--- src/rtl/alu_mul_seq_pkg.sv ---
// Shared encodings for the multiply sequencer and the execute-stage ALU controls.
package alu_mul_seq_pkg;

  typedef enum logic [2:0] {
    IDLE   = 3'd0,
    ABS_A  = 3'd1,
    ABS_B  = 3'd2,
    ITER   = 3'd3,
    NEG_LO = 3'd4,
    NEG_HI = 3'd5,
    DONE   = 3'd6
  } state_t;

  localparam logic [2:0] ALU_ADD = 3'b000;
  localparam logic [2:0] ALU_OR  = 3'b001;
  localparam logic [2:0] ALU_AND = 3'b010;
  localparam logic [2:0] ALU_XOR = 3'b011;
  localparam logic [2:0] ALU_SLL = 3'b100;
  localparam logic [2:0] ALU_SRL = 3'b101;
  localparam logic [2:0] ALU_CMP = 3'b110;

  localparam logic ADD_SEL_ADD = 1'b0;
  localparam logic ADD_SEL_SUB = 1'b1;

endpackage

--- src/rtl/alu_mul_seq.sv ---
// Shift-add 32x32->64 multiplier that borrows the shared ALU for every add/negate.
module alu_mul_seq
  import alu_mul_seq_pkg::*;
#(
  parameter int unsigned WIDTH = 32,
  parameter int unsigned CNT_W = 5
) (
  input  logic             clk,
  input  logic             rst,
  input  logic             start,
  input  logic             signed_op,
  input  logic [WIDTH-1:0] op_a,
  input  logic [WIDTH-1:0] op_b,
  output logic             busy,
  output logic             done,
  output logic [WIDTH-1:0] prod_hi,
  output logic [WIDTH-1:0] prod_lo,
  output logic [WIDTH-1:0] alu_a,
  output logic [WIDTH-1:0] alu_b,
  output logic             alu_add_sel,
  output logic [2:0]       alu_sel,
  output logic             alu_arith_sel,
  output logic [2:0]       alu_comp_sel,
  output logic             alu_sign,
  input  logic [WIDTH-1:0] alu_z,
  input  logic             alu_cflag,
  input  logic             alu_zero
);

  state_t           state, state_n;
  logic [WIDTH-1:0] mcand, mcand_n;
  logic [WIDTH-1:0] acc_hi, acc_hi_n;
  logic [WIDTH-1:0] acc_lo, acc_lo_n;
  logic [CNT_W-1:0] cnt, cnt_n;
  logic             neg_res, neg_res_n;
  logic             sgn, sgn_n;
  logic             lo_zero, lo_zero_n;
  logic [WIDTH-1:0] alu_a_n, alu_b_n;
  logic             alu_add_sel_n;
  logic [2:0]       alu_sel_n;

  assign alu_arith_sel = 1'b0;
  assign alu_comp_sel  = 3'b000;
  assign alu_sign      = 1'b0;

  always_ff @(posedge clk or posedge rst) begin
    if (rst) begin
      state       <= IDLE;
      mcand       <= '0;
      acc_hi      <= '0;
      acc_lo      <= '0;
      cnt         <= '0;
      neg_res     <= 1'b0;
      sgn         <= 1'b0;
      lo_zero     <= 1'b0;
      busy        <= 1'b0;
      done        <= 1'b0;
      prod_hi     <= '0;
      prod_lo     <= '0;
      alu_a       <= '0;
      alu_b       <= '0;
      alu_add_sel <= 1'b0;
      alu_sel     <= 3'b000;
    end else begin
      state       <= state_n;
      mcand       <= mcand_n;
      acc_hi      <= acc_hi_n;
      acc_lo      <= acc_lo_n;
      cnt         <= cnt_n;
      neg_res     <= neg_res_n;
      sgn         <= sgn_n;
      lo_zero     <= lo_zero_n;
      busy        <= (state_n != IDLE);
      done        <= (state_n == DONE);
      alu_a       <= alu_a_n;
      alu_b       <= alu_b_n;
      alu_add_sel <= alu_add_sel_n;
      alu_sel     <= alu_sel_n;
      if (state_n == DONE) begin
        prod_hi <= acc_hi_n;
        prod_lo <= acc_lo_n;
      end
    end
  end

  always_comb begin
    state_n       = state;
    mcand_n       = mcand;
    acc_hi_n      = acc_hi;
    acc_lo_n      = acc_lo;
    cnt_n         = cnt;
    neg_res_n     = neg_res;
    sgn_n         = sgn;
    lo_zero_n     = lo_zero;
    alu_a_n       = '0;
    alu_b_n       = '0;
    alu_add_sel_n = ADD_SEL_ADD;
    alu_sel_n     = ALU_ADD;

    unique case (state)
      IDLE: begin
        if (start) begin
          mcand_n   = op_a;
          acc_lo_n  = op_b;
          acc_hi_n  = '0;
          cnt_n     = '0;
          sgn_n     = signed_op;
          lo_zero_n = 1'b0;
          neg_res_n = signed_op & (op_a[WIDTH-1] ^ op_b[WIDTH-1]);
          state_n   = signed_op ? ABS_A : ITER;
        end
      end
      ABS_A: begin
        if (mcand[WIDTH-1]) mcand_n = alu_z;
        state_n = ABS_B;
      end
      ABS_B: begin
        // 0x80000000 negates to itself, which is already its unsigned magnitude
        if (acc_lo[WIDTH-1]) acc_lo_n = alu_z;
        state_n = ITER;
      end
      ITER: begin
        if (acc_lo[0]) begin
          acc_hi_n = {alu_cflag, alu_z[WIDTH-1:1]};
          acc_lo_n = {alu_z[0], acc_lo[WIDTH-1:1]};
        end else begin
          acc_hi_n = {1'b0, acc_hi[WIDTH-1:1]};
          acc_lo_n = {acc_hi[0], acc_lo[WIDTH-1:1]};
        end
        cnt_n = cnt + CNT_W'(1);
        if (cnt == CNT_W'(WIDTH - 1)) state_n = sgn ? NEG_LO : DONE;
      end
      NEG_LO: begin
        if (neg_res) begin
          acc_lo_n  = alu_z;
          lo_zero_n = alu_zero;
        end
        state_n = NEG_HI;
      end
      NEG_HI: begin
        if (neg_res) acc_hi_n = alu_z;
        state_n = DONE;
      end
      DONE:    state_n = IDLE;
      default: state_n = IDLE;
    endcase

    // ALU controls are registered, so they are set up for the state being entered
    unique case (state_n)
      ABS_A: begin
        alu_b_n       = mcand_n;
        alu_add_sel_n = ADD_SEL_SUB;
      end
      ABS_B, NEG_LO: begin
        alu_b_n       = acc_lo_n;
        alu_add_sel_n = ADD_SEL_SUB;
      end
      ITER: begin
        alu_a_n = acc_hi_n;
        alu_b_n = mcand_n;
      end
      NEG_HI: begin
        // two's-complement high word borrows only when the low word negated to zero
        if (lo_zero_n) begin
          alu_b_n       = acc_hi_n;
          alu_add_sel_n = ADD_SEL_SUB;
        end else begin
          alu_a_n   = acc_hi_n;
          alu_b_n   = '1;
          alu_sel_n = ALU_XOR;
        end
      end
      default: ;
    endcase
  end

endmodule

--- config.mk ---
export PLATFORM = sky130hd
export DESIGN_NAME = alu_mul_seq
export DESIGN_NICKNAME = d
export VERILOG_FILES = /design/src/rtl/alu_mul_seq_pkg.sv /design/src/rtl/alu_mul_seq.sv
export SDC_FILE = /design/constraint.sdc
export NUM_CORES = 1
export LEC_CHECK = 0
export BUFFER_PORTS_ARGS = -buffer_cell sky130_fd_sc_hd__buf_4
export CAP_MARGIN = 30
export CORE_MARGIN = 5
export CORE_UTILIZATION = 45
export DETAILED_ROUTE_END_ITERATION = 10
export PLACE_DENSITY = 0.76
export REMOVE_ABC_BUFFERS = 1
export SLEW_MARGIN = 20
export SYNTH_ARGS = -nofsm -noshare
export SYNTH_HDL_FRONTEND = slang
export SYNTH_SLANG_ARGS = --single-unit
--- constraint.sdc ---
create_clock -name clk -period 7.4 [get_ports clk]
set_input_delay 0.37 -clock clk [delete_from_list [all_inputs] [get_ports clk]]
set_output_delay 0.37 -clock clk [all_outputs]
set_load 0.05 [all_outputs]
-- After elaboration in Yosys (flattened, before gate mapping)
Index checks and enable logic that the tools add are counted.
- add/sub/neg operators: 1
- eq/ne operators: 13
- multiplexer cells: 30
- bitwise operators: 2
- reductions and logical operators: 8
- operator list (kind ; count):
    32-bit 2-to-1 mux ; 11
    32-bit case mux with 3 select lines ; 2
    32-bit case mux with 2 select lines ; 2
    32-bit case mux with 4 select lines ; 1
    3-bit case mux with 6 select lines ; 1
    3-bit == test, second input constant ; 5
    3-bit by 2-bit == test with 1-bit output, second input constant ; 4
    5-bit case mux with 2 select lines ; 1
    2-bit 2-to-1 mux ; 4
    3-bit by 1-bit == test with 1-bit output, second input constant ; 2
    3-bit 2-to-1 mux ; 2
    5-bit by 1-bit adder with 5-bit output, second input constant ; 1
    5-bit == test, second input constant ; 1
    5-bit 2-to-1 mux ; 1
    1-bit case mux with 2 select lines ; 2
    2-bit AND reduction ; 2
    2-bit OR reduction ; 2
    3-bit logical NOT ; 1
    1-bit 2-to-1 mux ; 3
    3-bit nonzero test ; 1
    3-bit OR reduction ; 1
    2-bit inequality test, second input constant ; 1
    2-bit nonzero test ; 1
    1-bit AND ; 1
    1-bit XOR ; 1
- bits in registers: 241
- input bits: 102
- output and inout port bits: 139

-- Longest topological paths before layout
- word-level depth: 6
- depth in mapped cells: 10
- mapped depth without buffers: 8

-- Least setup slack after synthesis
Ideal clock, no wire load.
- path kind: register -> register
- from: reg cnt[0]
- to: reg alu_b[28]
- arrival time: 2.247 ns
- slack: 5.027 ns
- cell stages (with the launch flop): 10
- period minus slack after synthesis: 2.373 ns
- cells stage by stage: dfrtp_1 -> ha_1 -> and3_1 -> ha_1 -> a21oi_1 -> o22ai_1 -> o211ai_1 -> o21ai_0 -> clkbuf_1 -> a221o_1
- longest elaborated chain between the ends: 6
- elaborated cells between the ends (all ways): 11
- those cells by class: eq/ne (6); mux (3); reduce/logical (2)
- ends and longest elaborated chain (element ; line ; RTL):
    start, declared ; alu_mul_seq.sv:34 ; logic [CNT_W-1:0] cnt, cnt_n;
    start signal, assigned ; alu_mul_seq.sv:69 ; cnt <= cnt_n;
    5-bit == test * ; alu_mul_seq.sv:131 ; if (cnt == CNT_W'(WIDTH - 1)) state_n = sgn ? NEG_LO : DONE;
    3-bit 2-to-1 mux * ; alu_mul_seq.sv:131 ;
    3-bit case mux with 6 select lines * ; alu_mul_seq.sv:100 ; unique case (state)
    3-bit by 1-bit == test with 1-bit output, or another cell as far along ; alu_mul_seq.sv:149 ; unique case (state_n)
    2-bit OR reduction (on tied branches) ; -- ;
    32-bit case mux with 3 select lines * ; alu_mul_seq.sv:149 ;
    net alu_b_n[28] ; alu_mul_seq.sv:38 ; logic [WIDTH-1:0] alu_a_n, alu_b_n;
    end signal, assigned ; alu_mul_seq.sv:76 ; alu_b <= alu_b_n;
    end, declared ; alu_mul_seq.sv:19 ; output logic [WIDTH-1:0] alu_b,
Mark *: on every way through the listed nets, which the timed path passes. The rest lies on a longest branch.
A chain may end at the register's enable or synchronous reset.

-- Worst setup path after layout
- from: reg state[1]
- to: reg alu_a[21]
- longest elaborated chain between the ends: 4
- elaborated cells between the ends (all ways): 15
- those cells by class: eq/ne (7); mux (7); reduce/logical (1)
- ends and longest elaborated chain (element ; line ; RTL):
    start, declared ; alu_mul_seq.sv:30 ; state_t state, state_n;
    start signal, assigned ; alu_mul_seq.sv:65 ; state <= state_n;
    3-bit == test, or another cell as far along ; alu_mul_seq.sv:100 ;
    3-bit case mux with 6 select lines, or another cell as far along ; alu_mul_seq.sv:100 ;
    3-bit == test, or another cell as far along ; alu_mul_seq.sv:149 ;
    32-bit case mux with 2 select lines * ; alu_mul_seq.sv:149 ;
    net alu_a_n[21] ; alu_mul_seq.sv:38 ;
    end signal, assigned ; alu_mul_seq.sv:75 ; alu_a <= alu_a_n;
    end, declared ; alu_mul_seq.sv:18 ; output logic [WIDTH-1:0] alu_a,
Marked as above.

==> out/qor.csv <==
stage,metric,value,unit
setup_path,rr_worst_depth,7,
timing,timing.final.max_slew_violations,0,
layout,stdcell_count,1641,
drt,via_per_inst,6.04,
drt,drt_iter0_drc,1217,
setup_path,arrival,3940,ps
floorplanning,chipWidth,169,microns
grt,globalRouteOverflowTotal,0,
setup_path,critical-path-slowest-cell,sky130_fd_sc_hd__a211o_1,
clocking,post_cts_hold_buffer_count,0,
yosys,ys_warn_count,0,
placed_design,numPlacedInstances,1593,
drt,routed-via-count,9914,
timing,setup_violations,0,
setup_path,timing.critical_path.fanout_max,35,
setup_path,worst-path-buf-inv,3,
yosys,ys_async_sr_fraction,100,%
clocking,cts_tree,done,
setup_path,timing.critical_path.slowest_cell_delay,770,ps
yosys,netlist_area,11400,sq um
setup_path,required,7780,ps
setup_path,critPathCaptureType,register,
placed_design,port_buffers,234,
layout,fin_nets,1396,
drt,drt_wl_total,38100,microns
timing,final.period_utilization,48.2,%
drt,drc_errors,0,
clocking,cts_setup_buffers,0,
pwr,cellLeakagePower,6.97,nW
job,drv_cap,0,
yosys,share_of_the_yosys_chip_area_belonging_to_registers,52.4,%
clocking,insertion_delay,530,ps
clocking,postCtsResizedCells,0,
floorplanning,placeable_core_region,25000,sq um
floorplanning,ios,241,
yosys,synthFlopType,sky130_fd_sc_hd__dfrtp_1,
setup_path,crit-reg2reg-launch,state[1]$_DFF_PP0_,
grt,grt_antenna_before_repair,1,
setup_path,ff2ff_setup_slack,3840,ps
grt,vias_in_the_first_global_route,10100,
placed_design,gp_congestion,0.868,
clocking,clk_root_buffer_cell,sky130_fd_sc_hd__clkbuf_16,
grt,pin_count_of_the_biggest_net_entering_global_routing,111,
timing,finalClockSkew,14.1,ps
timing,max_clk_rate,0.281,GHz
clocking,cts.path.max_buffers,3,
clocking,numClockSinks,239,
floorplanning,floorplan.rows,58,
yosys,ys_types,59,
timing,unrepaired_setup_endpoints_after_global_routing,false,
placed_design,dp_hpwl,24900,microns
setup_path,critical_path.cell_chain,"buf_4, or3b_2, a211o_1, inv_1, a21oi_4, buf_16, nor2_1",
drt,drt_first_pass_iters,5,
yosys,syn_inst,1104,
floorplanning,die_height,169,microns
grt,grt_util_all_layers,25.7,%
yosys,yosys_register_bits,239,
pwr,power.ir.vdd_worst,0.000263,V
setup_path,path_delay_family,compound AO/OA/AOI/OAI gates,
setup_path,timing.critical_path.from_type,register,
timing,timing.slew.headroom,31.5,%
setup_path,worstReg2RegEnd,alu_a[21]$_DFF_PP0_,
layout,design_area,14400,sq um
run_status,status,"complete, no violations",
timing,finalCriticalPeriod,3560,ps
yosys,synth_edf_count,0,
timing,setup_total_negative_slack,0,ps
clocking,clock_tree.htree_level_count,1,
drt,antenna_violating_nets_post_route,0,
layout,layout-area-overhead-vs-synth,26.1,%
layout,layout_utilization,57.4,%
floorplanning,initial_core_util,45.5,%
floorplanning,die_area,28600,sq um
grt,grt_pass1_wl,58100,microns
placed_design,placedInstanceArea,13400,sq um
pwr,power_density,505,nW/um^2
clocking,clk_pin_slew,60,ps
setup_path,crit_type,reg -> reg,
yosys,syn_avg_cell_area,10.3,sq um
clocking,cts_made_buffers,25,
worst_hold_path,min_path_type,in -> async,
layout,post_route_cells_drive_above_1_share,28.0,%
drt,route.detailed.wl_per_inst,23.2,microns
timing,worst_slew_pin_slew,1030,ps
timing,timing.final.hold_violations,0,
## worst max-delay path by stage
stage	to	startpoint	slack, ps	cells after the start
after floorplan	prod_lo[0]$_DFFE_PP0P_	state[2]$_DFF_PP0_	-1160	5
after global placement	alu_a[11]$_DFF_PP0_	state[1]$_DFF_PP0_	3830	6
final	alu_a[21]$_DFF_PP0_	state[1]$_DFF_PP0_	3840	7
after CTS	alu_b[11]$_DFF_PP0_	neg_res$_DFFE_PP0P_	3650	7
after global routing	alu_b[6]$_DFF_PP0_	neg_res$_DFFE_PP0P_	3780	8
after detailed placement	alu_b[11]$_DFF_PP0_	neg_res$_DFFE_PP0P_	3650	7
## cell type report
class	count	area [sq um]
fillers	2160	10700
flip-flops and latches	239	5990
clock inverters	10	209
inverters	61	236
well taps	330	413
diodes	2	5.00
repair buffers	257	2000
multi-input cells	708	4810
clock buffers	34	719
## Yosys cell counts (all sizes together) (3+ instances only)
cell type	count	area, sq um
nor3b	3	22.5
a221o	13	130
nor2	101	379
nand2b	3	18.8
nor2b	6	37.5
o2bb2ai	6	52.6
a21oi	18	90.1
o211ai	3	22.5
dfrtp	239	5980
clkbuf	46	173
inv	60	225
o22ai	14	87.6
o21ai	133	666
a221oi	46	484
mux2i	85	851
mux2	32	360
o221ai	3	26.3
a32oi	3	26.3
a21o	16	120
and3	3	18.8
a222oi	18	180
a22oi	17	128
a22o	18	158
nand2	98	368
o31ai	4	30.0
a211oi	8	60.1
nand3	13	65.1
o311ai	6	52.6
buf	55	297
## cells in the final DEF, fill, tap and decap left out, types with 4 or more instances in the layout
cell type and instances:
sky130_fd_sc_hd__o2bb2ai_1 6, sky130_fd_sc_hd__clkbuf_8 6, sky130_fd_sc_hd__a21o_1 16, sky130_fd_sc_hd__o31ai_1 4, sky130_fd_sc_hd__a22o_1 18, sky130_fd_sc_hd__dfrtp_1 235, sky130_fd_sc_hd__o22ai_1 14, sky130_fd_sc_hd__nor2_1 97
sky130_fd_sc_hd__a221oi_1 33, sky130_fd_sc_hd__mux2_2 32, sky130_fd_sc_hd__a211oi_1 8, sky130_fd_sc_hd__buf_4 251, sky130_fd_sc_hd__o311ai_0 6, sky130_fd_sc_hd__o21ai_1 9, sky130_fd_sc_hd__dfrtp_2 4, sky130_fd_sc_hd__nand2_1 98
sky130_fd_sc_hd__o21ai_0 123, sky130_fd_sc_hd__nor2b_1 4, sky130_fd_sc_hd__a22oi_1 17, sky130_fd_sc_hd__bufinv_16 6, sky130_fd_sc_hd__nand3_1 13, sky130_fd_sc_hd__inv_1 59, sky130_fd_sc_hd__a222oi_1 18, sky130_fd_sc_hd__mux2i_1 85
sky130_fd_sc_hd__conb_1 6, sky130_fd_sc_hd__clkbuf_16 25, sky130_fd_sc_hd__a221oi_2 13, sky130_fd_sc_hd__a221o_1 13, sky130_fd_sc_hd__a21oi_1 16
## logic make-up after synthesis
kind of cell	after synthesis	share of synthesized area [%]
adders and majority gates	2	0.219
AOI/OAI and AO/OA	339	21.3
buffers and inverters	162	6.12
and+or+nand+nor	243	9.18
muxes	117	10.6
other	1	0.0329
DFF	239	52.4
xor gates and xnor gates	1	0.0768
## worst register-to-register path, stage by stage (launching register included)
cell and delay, ps:
sky130_fd_sc_hd__dfrtp_1 330, sky130_fd_sc_hd__buf_4 360, sky130_fd_sc_hd__or3b_2 740, sky130_fd_sc_hd__a211o_1 780, sky130_fd_sc_hd__inv_1 210, sky130_fd_sc_hd__a21oi_4 650
sky130_fd_sc_hd__buf_16 260, sky130_fd_sc_hd__nor2_1 100
## state kept, by name, indices dropped and copies added, names as in the netlist
signal       count
acc_hi          32
acc_lo          32
alu_a           32
alu_add_sel      1
alu_b           32
alu_sel          1
busy             1
cnt              5
done             1
lo_zero          1
mcand           32
neg_res          1
prod_hi         32
prod_lo         32
sgn              1
state            3
## power breakdown
group,switching (W),internal [W],leakage (nW)
clock,0.000531,0.000888,0.448
sequential,0.000431,0.00189,2.78
combinational,0.00231,0.00122,3.74
total,0.00327,0.00399,6.97
## routing by layer
metal	vias to the layer above	global-route usage [%]	wire length (microns)
met3	84	6.36	3660
met1	4947	34.7	15400
met5	-	0	0
li1	4353	-	-
met2	530	41.2	17900
met4	0	8.02	1090
## per-stage QoR
| step | setup WS (ps) | hold WS (ps) | total power (W) |
|---|---|---|---|
| after detailed placement | 3650 | 463 | 0.00583 |
| after global routing | 3780 | 88.2 | 0.00765 |
| after floorplan | -1160 | 440 | 0.00465 |
| final | 3840 | 4.00 | 0.00727 |
| after global placement | 3830 | 453 | 0.00572 |
| after CTS | 3650 | 32.9 | 0.00727 |
No activity file was read; power rests on OpenSTA's default activity.
